<file path="config.mk">
export PLATFORM = sky130hd
export DESIGN_NAME = wash_motor_drv
export DESIGN_NICKNAME = d
export VERILOG_FILES = /design/src/rtl/wash_pkg.sv /design/src/rtl/wash_timer.sv /design/src/rtl/wash_motor_drv.sv
export SDC_FILE = /design/constraint.sdc
export NUM_CORES = 1
export LEC_CHECK = 0
export BUFFER_PORTS_ARGS = -buffer_cell sky130_fd_sc_hd__buf_2
export CORE_MARGIN = 1.5
export CORE_UTILIZATION = 30
export CTS_CLUSTER_DIAMETER = 30
export DETAILED_ROUTE_END_ITERATION = 16
export PLACE_DENSITY_LB_ADDON = 0.2
export SLEW_MARGIN = 20
export SYNTH_ARGS = -nofsm -noshare
export SYNTH_HDL_FRONTEND = slang
export SYNTH_HIERARCHICAL = 1
export SYNTH_SLANG_ARGS = --single-unit
</file>
<file path="constraint.sdc">
create_clock -name clk -period 1.7 [get_ports clk]
set_input_delay 0.51 -clock clk [delete_from_list [all_inputs] [get_ports clk]]
set_output_delay 0.51 -clock clk [all_outputs]
set_load 0.05 [all_outputs]
</file>
<file path="src/rtl/wash_pkg.sv">
// Shared definitions for the wash controller: motor command codes and the
// motor driver state encoding.
package wash_pkg;

    localparam logic [1:0] M_STOP = 2'd0;
    localparam logic [1:0] M_CW   = 2'd1;
    localparam logic [1:0] M_CCW  = 2'd2;
    localparam logic [1:0] M_BAD  = 2'd3;

    typedef enum logic [2:0] {
        OFF   = 3'd0,
        DEAD  = 3'd1,
        CW    = 3'd2,
        CCW   = 3'd3,
        FAULT = 3'd4
    } drv_state_t;

endpackage

</file>
<file path="src/rtl/wash_timer.sv">
// Saturating counter: counts up and sticks at all-ones, or (DOWN=1) counts
// down and sticks at zero. clr beats load, load beats en.
module wash_timer #(
    parameter int W    = 4,
    parameter bit DOWN = 1'b0
) (
    input  logic         clk,
    input  logic         rst_n,
    input  logic         clr,
    input  logic         load,
    input  logic [W-1:0] load_val,
    input  logic         en,
    output logic [W-1:0] cnt
);

    logic [W-1:0] cnt_q, cnt_d;

    always_comb begin
        // NOTE: default assignment first so every path drives cnt_d; no latch.
        cnt_d = cnt_q;
        if (clr) begin
            cnt_d = '0;
        end else if (load) begin
            cnt_d = load_val;
        end else if (en) begin
            if (DOWN) begin
                if (cnt_q != '0) cnt_d = cnt_q - W'(1);
            end else begin
                if (cnt_q != '1) cnt_d = cnt_q + W'(1);
            end
        end
    end

    // NOTE: sequential state uses non-blocking assignments only.
    always_ff @(posedge clk or negedge rst_n) begin
        if (!rst_n) cnt_q <= '0;
        else        cnt_q <= cnt_d;
    end

    assign cnt = cnt_q;

endmodule

</file>
<file path="src/rtl/wash_motor_drv.sv">
// Motor command receiver: decodes the registered motor code into H-bridge
// gate enables with enforced dead time, plus completion done/buzz outputs.
module wash_motor_drv
    import wash_pkg::*;
#(
    parameter int DEAD_CYC = 2,
    parameter int BUZZ_CYC = 5,
    parameter int DW       = 4,
    parameter int BW       = 4
) (
    input  logic       clk,
    input  logic       rst_n,
    input  logic [1:0] motor,
    input  logic       compl_n,
    output logic       hi_a,
    output logic       lo_a,
    output logic       hi_b,
    output logic       lo_b,
    output logic       fault,
    output logic       done,
    output logic       buzz
);

    localparam logic [DW-1:0] DEAD_LAST = DW'(DEAD_CYC - 1);
    localparam logic [BW-1:0] BUZZ_LOAD = BW'(BUZZ_CYC);

    logic [1:0]    motor_q;
    logic          compl_q;
    logic          compl_dly_q;
    logic          done_q;
    drv_state_t    state_q, state_d;
    logic          dead_clr;
    logic [DW-1:0] dead_cnt;
    logic [BW-1:0] buzz_cnt;
    logic          compl_fall;

    // Registered 1->0 transition of compl_q; the extra stage keeps reset from
    // ever looking like a completion.
    assign compl_fall = compl_dly_q & ~compl_q;

    always_comb begin
        state_d  = state_q;
        dead_clr = 1'b0;
        if (motor_q == M_BAD) begin
            state_d = FAULT;
        end else begin
            case (state_q)
                FAULT: if (motor_q == M_STOP) state_d = OFF;
                OFF: begin
                    if (motor_q == M_CW || motor_q == M_CCW) begin
                        state_d  = DEAD;
                        dead_clr = 1'b1;
                    end
                end
                CW: begin
                    if (motor_q == M_STOP) begin
                        state_d = OFF;
                    end else if (motor_q == M_CCW) begin
                        state_d  = DEAD;
                        dead_clr = 1'b1;
                    end
                end
                CCW: begin
                    if (motor_q == M_STOP) begin
                        state_d = OFF;
                    end else if (motor_q == M_CW) begin
                        state_d  = DEAD;
                        dead_clr = 1'b1;
                    end
                end
                DEAD: begin
                    if (dead_cnt == DEAD_LAST) begin
                        if (motor_q == M_CW)       state_d = CW;
                        else if (motor_q == M_CCW) state_d = CCW;
                        else                       state_d = OFF;
                    end
                end
                default: state_d = OFF;
            endcase
        end
    end

    always_ff @(posedge clk or negedge rst_n) begin
        if (!rst_n) begin
            state_q     <= OFF;
            motor_q     <= M_STOP;
            compl_q     <= 1'b0;
            compl_dly_q <= 1'b0;
            done_q      <= 1'b0;
        end else begin
            state_q     <= state_d;
            motor_q     <= motor;
            compl_q     <= compl_n;
            compl_dly_q <= compl_q;
            done_q      <= compl_fall;
        end
    end

    wash_timer #(.W(DW), .DOWN(1'b0)) u_dead_tmr (
        .clk      (clk),
        .rst_n    (rst_n),
        .clr      (dead_clr),
        .load     (1'b0),
        .load_val ('0),
        .en       (state_q == DEAD),
        .cnt      (dead_cnt)
    );

    // A new completion reloads the buzzer even while it is still sounding.
    wash_timer #(.W(BW), .DOWN(1'b1)) u_buzz_tmr (
        .clk      (clk),
        .rst_n    (rst_n),
        .clr      (1'b0),
        .load     (compl_fall),
        .load_val (BUZZ_LOAD),
        .en       (1'b1),
        .cnt      (buzz_cnt)
    );

    assign hi_a  = (state_q == CW);
    assign lo_b  = (state_q == CW);
    assign hi_b  = (state_q == CCW);
    assign lo_a  = (state_q == CCW);
    assign fault = (state_q == FAULT);
    assign done  = done_q;
    assign buzz  = (buzz_cnt != '0);

endmodule

</file>
==> results of run 1 <==
-- through the flow --
| stage | hold WS, ns | instances |
|---|---|---|
| 2_1_floorplan | 0.2144 | 128 |
| 3_3_place_gp | 0.3633 | 184 |
| 3_5_place_dp | 0.3725 | 184 |
| 4_1_cts | 0.1923 | 191 |
| 5_1_grt | 0.2059 | 193 |
| 6_report | 0.1749 | 193 |
-- power by group --
| group | internal [uW] | leakage, uW | switching (uW) |
|---|---|---|---|
| clock network | 205 | 0.0000288 | 127 |
| logic | 306 | 0.000422 | 312 |
| registers | 448 | 0.000197 | 89.1 |
| total | 960 | 0.000647 | 528 |
-- sequential cells by signal, summed over array words and instances (netlist names) --
name and flops:
compl_dly_q 1, motor_q 2, compl_q 1, u_buzz_tmr/cnt 4, u_dead_tmr/cnt 4, state_q 3
done 1
-- path summary, 6_finish.rpt --
check                                   from           endpoint  cells past startpoint
max                        u_buzz_tmr/cnt[1]               buzz                      2
min                                    rst_n  u_dead_tmr/cnt[3]                      1
max reg2reg                u_buzz_tmr/cnt[1]  u_buzz_tmr/cnt[1]                      6
min reg2reg                          compl_q        compl_dly_q                      0
max in group asynchronous              rst_n         state_q[2]                      1
min in group clk                     compl_n            compl_q                      1
-- layer usage --
metal | vias up | GRT usage [%] | part of all wire [%]
met5 | - | 0 | 0
met4 | 0 | 5.163 | 1.6
met3 | 4 | 1.585 | 2.0
met2 | 10 | 20.83 | 50
met1 | 406 | 13.07 | 46
li1 | 450 | - | -
-- cells in the mapped netlist (2+ instances only) --
cell | number | share of area (%)
conb_1 | 2 | 0.68
nand4b_1 | 2 | 1.6
buf_6 | 2 | 2.0
o21ai_0 | 2 | 0.90
a21oi_1 | 6 | 2.7
nor3_1 | 5 | 2.3
inv_1 | 10 | 3.4
ha_1 | 9 | 10
buf_4 | 3 | 2.0
dfrtp_1 | 16 | 36
or3_1 | 2 | 1.1
o21ai_2 | 2 | 1.6
nand2_1 | 5 | 1.7
nor2_1 | 8 | 2.7
nor2b_1 | 3 | 1.7
a311oi_1 | 2 | 1.6
nand3_1 | 3 | 1.4
-- layout make-up --
class                      instances  area (um2)  share of cell area (%)
clock buffer                       4       55.05                   3.800
inverter                          10       37.54                   2.591
multi-input combinational         95       713.2                   49.22
sequential                        16       402.9                   27.81
tap                               46       57.56                   3.972
timing repair buffer              22       182.7                   12.61
-- worst reg2reg max path: stages (launching register included) --
cell     delay, ns
dfrtp_1       0.38
buf_4         0.14
inv_2         0.05
ha_4          0.13
or3b_4        0.39
a311o_1       0.34
a21oi_2       0.13
-- timing repair --
item	in CTS	in global routing
endpoints found under the hold margin	0	0
setup endpoints to repair	6	8
cloned	0	0
resized for setup	17	6
setup buffers	3	3
pin swaps	1	3
-- cells by family (layout without fill, tap and decap cells) --
group / Yosys count / count (layout) / synth area share [%]
compound gates: 25 / 25 / 18.06
fa+ha+maj: 9 / 9 / 10.16
buf+inv: 17 / 36 / 8.239
other cells: 2 / 18 / 0.6775
xor+xnor: 1 / 1 / 0.7902
mux: 2 / 2 / 1.919
simple gates: 40 / 40 / 24.04
flops: 16 / 16 / 36.12
==> flow_summary.toml, run 1 <==
[worst_setup_path]
rrSetupSlack_ns = 0.06
worst_setup_path_end_kind = "output pin"
cp.arrival_ns = 1.33
cp_slowest_cell = "or4_4"
slowest_delay_ns = 0.54
worstPathRequired_ns = 1.19
crit_type = "register to output pin"
path_max_fanout = 2
crit_buf_inv = 1
crit_chain = "or4_4 -> buf_8"
cp-start-kind = "register"
critPathTopFamily = "simple AND/OR/NAND/NOR gates"

[global_route]
grt_max_degree = 17
grt_pass1_vias = 885
grt_remaining_overflow = 0
grt_usage_pct = 11.42
grt_pass1_wl_mm = 3.705
antenna_found_initial = 0

[clock_network]
htree_levels = 1
cts.path.max_buffers = 2
path_clk_slew_ns = 0.06
root_buffer = "clkbuf_8"
clk_latency_ns = 0.25
cts-hold-fix-buffers = 0
cts_tree = "yes"
numCtsBuffers = 3
numClockSinks = 16

[synth]
netlist_area_um2 = 1109
yosysWarnings = 6
syn_area_per_cell_um2 = 9.898
yosysSeqAreaShare_pct = 36.12
syn_inst = 112
synth_edf_count = 0
synth-async-reset-ratio_pct = 100.0
ys_types = 47
synth_seq_cells = 16
yosys_most_used_dff = "dfrtp_1"

[route]
routedWlPerCell_um = 10.60
ant_nets = 0
drt-total-wl_mm = 2.046
avgViaCountPerCell = 4.508
firstDrtPassIters = 4
drtIter0Drc = 9
num_vias = 870
drcViolationCount = 0

[place]
io_buffers = 11
place_congestion = 0.8272
pre_cts_ws_ns = 0.04303
place_area_um2 = 1282
dp_hpwl_mm = 1.560

[layout]
fin_util_pct = 42.09
final_common_cell = "conb_1"
antenna_cells = 0
design_area_um2 = 1449
nFillCells = 350
mostFrequentLayoutCells = "conb_1, dfrtp_1, buf_4, inv_1, ha_1"
drive_above_1_share_pct = 32.65
fin_nets = 162
area_growth_pct = 30.70

[sta]
finalSetupViolCount = 1
tightest_slew_ns = 0.5141
finalSetupTns_ns = -0.1407
fin_crit_sh_pct = 108.3
final.setup.worst_slack_ns = -0.1407
hold_violations = 0
skew_ns = 0.002593
slew_headroom_pct = 65.24
fin_crit_ns = 1.841
fmax_mhz = 543.3
rsz0062_at_grt = "true"
slew_viol_final = 0

[floorplanning]
start_util_pct = 32.21
die-area_um2 = 4069
fp-row-count = 21
fp.dieW_um = 63.79
coreArea_um2 = 3442
die_h_um = 63.79
ios = 12

[min_path]
hp-class = "input port to asynchronous set/reset pin"

[status]
violations = "setup timing"
status = "finished with violations"

[pwr]
peakVddDrop_v = 0.0003382
leakagePower_uw = 0.0006473
p_per_area_nw_per_um2 = 1027
finalPower_uw = 1488

[run]
drv_cap = 0
Note: power is estimated with default switching activity, not from simulation.
==> run 2, diff against run 1 <==
GPL_TIMING_DRIVEN = 0   (was default)
SLEW_MARGIN = 0   (was 20)
==> flow_summary.toml, run 2 (synthesized netlist as in run 1, its figures left out) <==
[route]
firstDrtPassIters = 2
drcViolationCount = 0
routedWlPerCell_um = 10.79
avgViaCountPerCell = 4.547
ant_nets = 0
drtIter0Drc = 23
num_vias = 914
drt-total-wl_mm = 2.169

[worst_setup_path]
path_max_fanout = 2
cp.arrival_ns = 1.33
worst_setup_path_end_kind = "output pin"
cp-start-kind = "register"
crit_type = "register to output pin"
worstPathRequired_ns = 1.19

[clock_network]
cts.path.max_buffers = 2
cts_tree = "yes"
numClockSinks = 16
root_buffer = "clkbuf_8"
cts-hold-fix-buffers = 0
htree_levels = 1
path_clk_slew_ns = 0.06
numCtsBuffers = 3
clk_latency_ns = 0.24

[global_route]
antenna_found_initial = 0
grt_pass1_wl_mm = 3.657
grt_usage_pct = 11.21
grt_pass1_vias = 858
grt_remaining_overflow = 0
grt_max_degree = 17

[sta]
skew_ns = 0.001993
finalSetupViolCount = 2
slew_viol_final = 0
fin_crit_ns = 1.841
tightest_slew_ns = 0.5027
finalSetupTns_ns = -0.1827
fmax_mhz = 543.1
slew_headroom_pct = 66.01
hold_violations = 0
rsz0062_at_grt = "true"
fin_crit_sh_pct = 108.3
final.setup.worst_slack_ns = -0.1411

[floorplanning]
start_util_pct = 32.21
coreArea_um2 = 3442
fp-row-count = 21
ios = 12
die-area_um2 = 4069
fp.dieW_um = 63.79
die_h_um = 63.79

[layout]
final_common_cell = "conb_1"
layout.cells.non_filler = 201
nFillCells = 335
design_area_um2 = 1545
mostFrequentLayoutCells = "conb_1, dfrtp_1, buf_4, ha_1"
area_growth_pct = 39.39
antenna_cells = 0
fin_nets = 170
drive_above_1_share_pct = 38.06

[status]
status = "finished with violations"
violations = "setup timing"

[pwr]
p_per_area_nw_per_um2 = 1012
leakagePower_uw = 0.0007043
finalPower_uw = 1564
peakVddDrop_v = 0.0004953

[place]
place_inst = 185
place_area_um2 = 1291
dp_hpwl_mm = 1.464
place_congestion = 0.7753
io_buffers = 11
pre_cts_ws_ns = 0.02605

[min_path]
hp-class = "input port to asynchronous set/reset pin"

[run]
drv_cap = 0
-- run 2: per-stage QoR --
stage	utilization, %	hold slack, ns
2_1_floorplan	-	0.2144
3_3_place_gp	37.51	0.3603
3_5_place_dp	37.51	0.3744
4_1_cts	41.80	0.1892
5_1_grt	44.89	0.1896
6_report	44.89	0.1697
-- run 2: power by group --
part           total (uW)  internal, uW  switching (uW)
registers             500           444            55.7
logic                 734           354             379
clock network         330           205             125
total                1560          1000             560
-- run 2: timing repair --
item	4_1_cts	5_1_grt
setup endpoints to repair	6	11
resized for setup	20	14
setup buffers	4	9
pin swaps	4	7
-- run 2: layout make-up --
cell class | count | area, um2 | share of cell area (%)
Multi-Input combinational cell | 95 | 732.0 | 47.37
Timing Repair Buffer | 24 | 209.0 | 13.52
Clock buffer | 4 | 55.05 | 3.563
Buffer | 6 | 53.80 | 3.482
Sequential cell | 16 | 400.4 | 25.91
Inverter | 10 | 37.54 | 2.429
Tap cell | 46 | 57.56 | 3.725
-- run 2: final timing paths --
path | start | endpoint | slack (ns) | cells after the start
setup / recovery | u_buzz_tmr/cnt[3] | buzz | -0.14 | 2
hold / removal | rst_n | compl_dly_q | 0.17 | 1
setup reg to reg | u_buzz_tmr/cnt[1] | u_buzz_tmr/cnt[1] | 0.07 | 6
hold reg to reg | compl_q | compl_dly_q | 0.39 | 0
max in group asynchronous | rst_n | state_q[0] | 1.27 | 1
min in group clk | compl_n | compl_q | 0.37 | 1
-- run 2: layer usage --
| layer | vias to the layer above | GRT usage [%] | part of all wire [%] |
|---|---|---|---|
| met1 | 432 | 14.33 | 44 |
| li1 | 468 | - | - |
| met2 | 10 | 19.14 | 53 |
| met5 | - | 0 | 0 |
| met4 | 0 | 4.076 | 1.5 |
| met3 | 4 | 1.585 | 1.8 |
-- run 2: worst max-delay path, stage by stage, from the launching register on --
cell and delay [ns]:
dfrtp_1 0.38, or4_4 0.54, buf_8 0.17
==> run 3, diff against run 2 <==
CAP_MARGIN = 5   (was default)
clock period = 2.18 ns   (was 1.7 ns; I/O delays follow)
==> flow_summary.toml, run 3 (synthesized netlist as in run 1, its figures left out) <==
[sta]
fmax_mhz = 484.1
slew_viol_final = 0
finalSetupTns_ns = 0
tightest_slew_ns = 0.5191
slew_headroom_pct = 65.13
hold_violations = 0
fin_crit_sh_pct = 94.75
rsz0062_at_grt = "false"
finalSetupViolCount = 0
fin_crit_ns = 2.066
skew_ns = 0.006910

[worst_setup_path]
cp_slowest_cell = "dfrtp_1"
path_max_fanout = 8
cp-start-kind = "register"
worstPathRequired_ns = 1.53
cp.arrival_ns = 1.41
slowest_delay_ns = 0.37
crit_chain = "buf_6 -> nor2_1 -> and2_1 -> buf_4 -> buf_2"
worst_setup_path_end_kind = "output pin"
crit_type = "register to output pin"

[global_route]
met2_usage_pct = 18.62
grt_pass1_wl_mm = 3.436
grt_max_degree = 17
antenna_found_initial = 0
grt_util_met1_pct = 12.79
grt_remaining_overflow = 0
grt_usage_pct = 10.65
grt_pass1_vias = 816
grtUsageMet3_pct = 3.697
top_usage_layer = "met2"

[clock_network]
cts.path.max_buffers = 2
post_cts_resized = 0
cts_tree = "yes"
cts-hold-fix-buffers = 0
numCtsBuffers = 3
root_buffer = "clkbuf_8"
htree_levels = 1
post-cts-setup-buffers = 0
numClockSinks = 16
clk_latency_ns = 0.25
path_clk_slew_ns = 0.07

[status]
status = "completed"

[layout]
antenna_cells = 0
final_common_cell = "conb_1"
fin_util_pct = 38.89
mostFrequentLayoutCells = "conb_1, dfrtp_1, buf_2, inv_1, ha_1"
drive_above_1_share_pct = 24.48
area_growth_pct = 20.77
fin_nets = 158

[route]
drt-total-wl_mm = 1.909
drtIter0Drc = 38
routedWlPerCell_um = 10.10
ant_nets = 0
firstDrtPassIters = 4
drcViolationCount = 0
num_vias = 850
avgViaCountPerCell = 4.497

[place]
dp_hpwl_mm = 1.437
io_buffers = 11
place_congestion = 0.7435

[run]
drv_cap = 0

[floorplanning]
die-area_um2 = 4069
start_util_pct = 32.21
ios = 12
fp.dieW_um = 63.79
fp-row-count = 21
coreArea_um2 = 3442
die_h_um = 63.79

[pwr]
leakagePower_uw = 0.0006150
p_per_area_nw_per_um2 = 804.3
peakVddDrop_v = 0.0004667

[min_path]
hp-class = "input port to asynchronous set/reset pin"
==> run 3: changes by cell type in the layout (fill, tap and decap cells not counted), sizes merged <==
cell	previous run	this run
buf	29	17
==> run 3: layer usage <==
layer  part of all wire [%]  wire length [um]
met5                      0                 0
met4                   0.42                 8
met3                    4.6                87
met2                     47               898
met1                     48               915
==> run 3: worst paths after layout <==
| check | from | end | slack (ns) | cells past startpoint |
|---|---|---|---|---|
| max | state_q[0] | lo_b | 0.11 | 5 |
| min | rst_n | u_buzz_tmr/cnt[3] | 0.32 | 1 |
| max reg2reg | u_buzz_tmr/cnt[0] | u_buzz_tmr/cnt[1] | 0.52 | 5 |
| min reg2reg | compl_q | compl_dly_q | 0.38 | 0 |
| max in group asynchronous | rst_n | u_dead_tmr/cnt[2] | 1.59 | 1 |
| min in group clk | compl_q | compl_dly_q | 0.38 | 0 |
==> run 3: report_power, final <==
group | internal, uW | switching, uW
Combinational | 182 | 243
Clock | 160 | 101
Sequential | 347 | 45.1
==> run 3: cell type report <==
cell class / count / area, um2
plain buffers: 7 / 53.80
flip-flops and latches: 16 / 400.4
well taps: 46 / 57.56
fillers: 349 / 2103
multi-input cells: 95 / 679.4
clock buffers: 4 / 55.05
repair buffers: 11 / 55.05
inverters: 10 / 37.54
==> run 3: critical path: cells and delay by family, from the launching register on <==
| family | cells | cell delay [ns] |
|---|---|---|
| buffers and inverters | 3 | 0.48 |
| and+or+nand+nor | 2 | 0.31 |
| DFF | 1 | 0.37 |
==> run 3: per-stage QoR <==
stage	hold slack (ns)	setup WS (ns)	cells	cell area [um2]	total power, uW
6_report	0.3151	0.1144	189	1339	1077
5_1_grt	0.3349	0.01319	189	1339	1163
4_1_cts	0.3228	0.09450	189	1339	1093
3_5_place_dp	0.3659	0.3773	185	1284	820.0
3_3_place_gp	0.3645	0.3914	185	1284	811.8
2_1_floorplan	0.3543	0.1468	128	1171	739.6
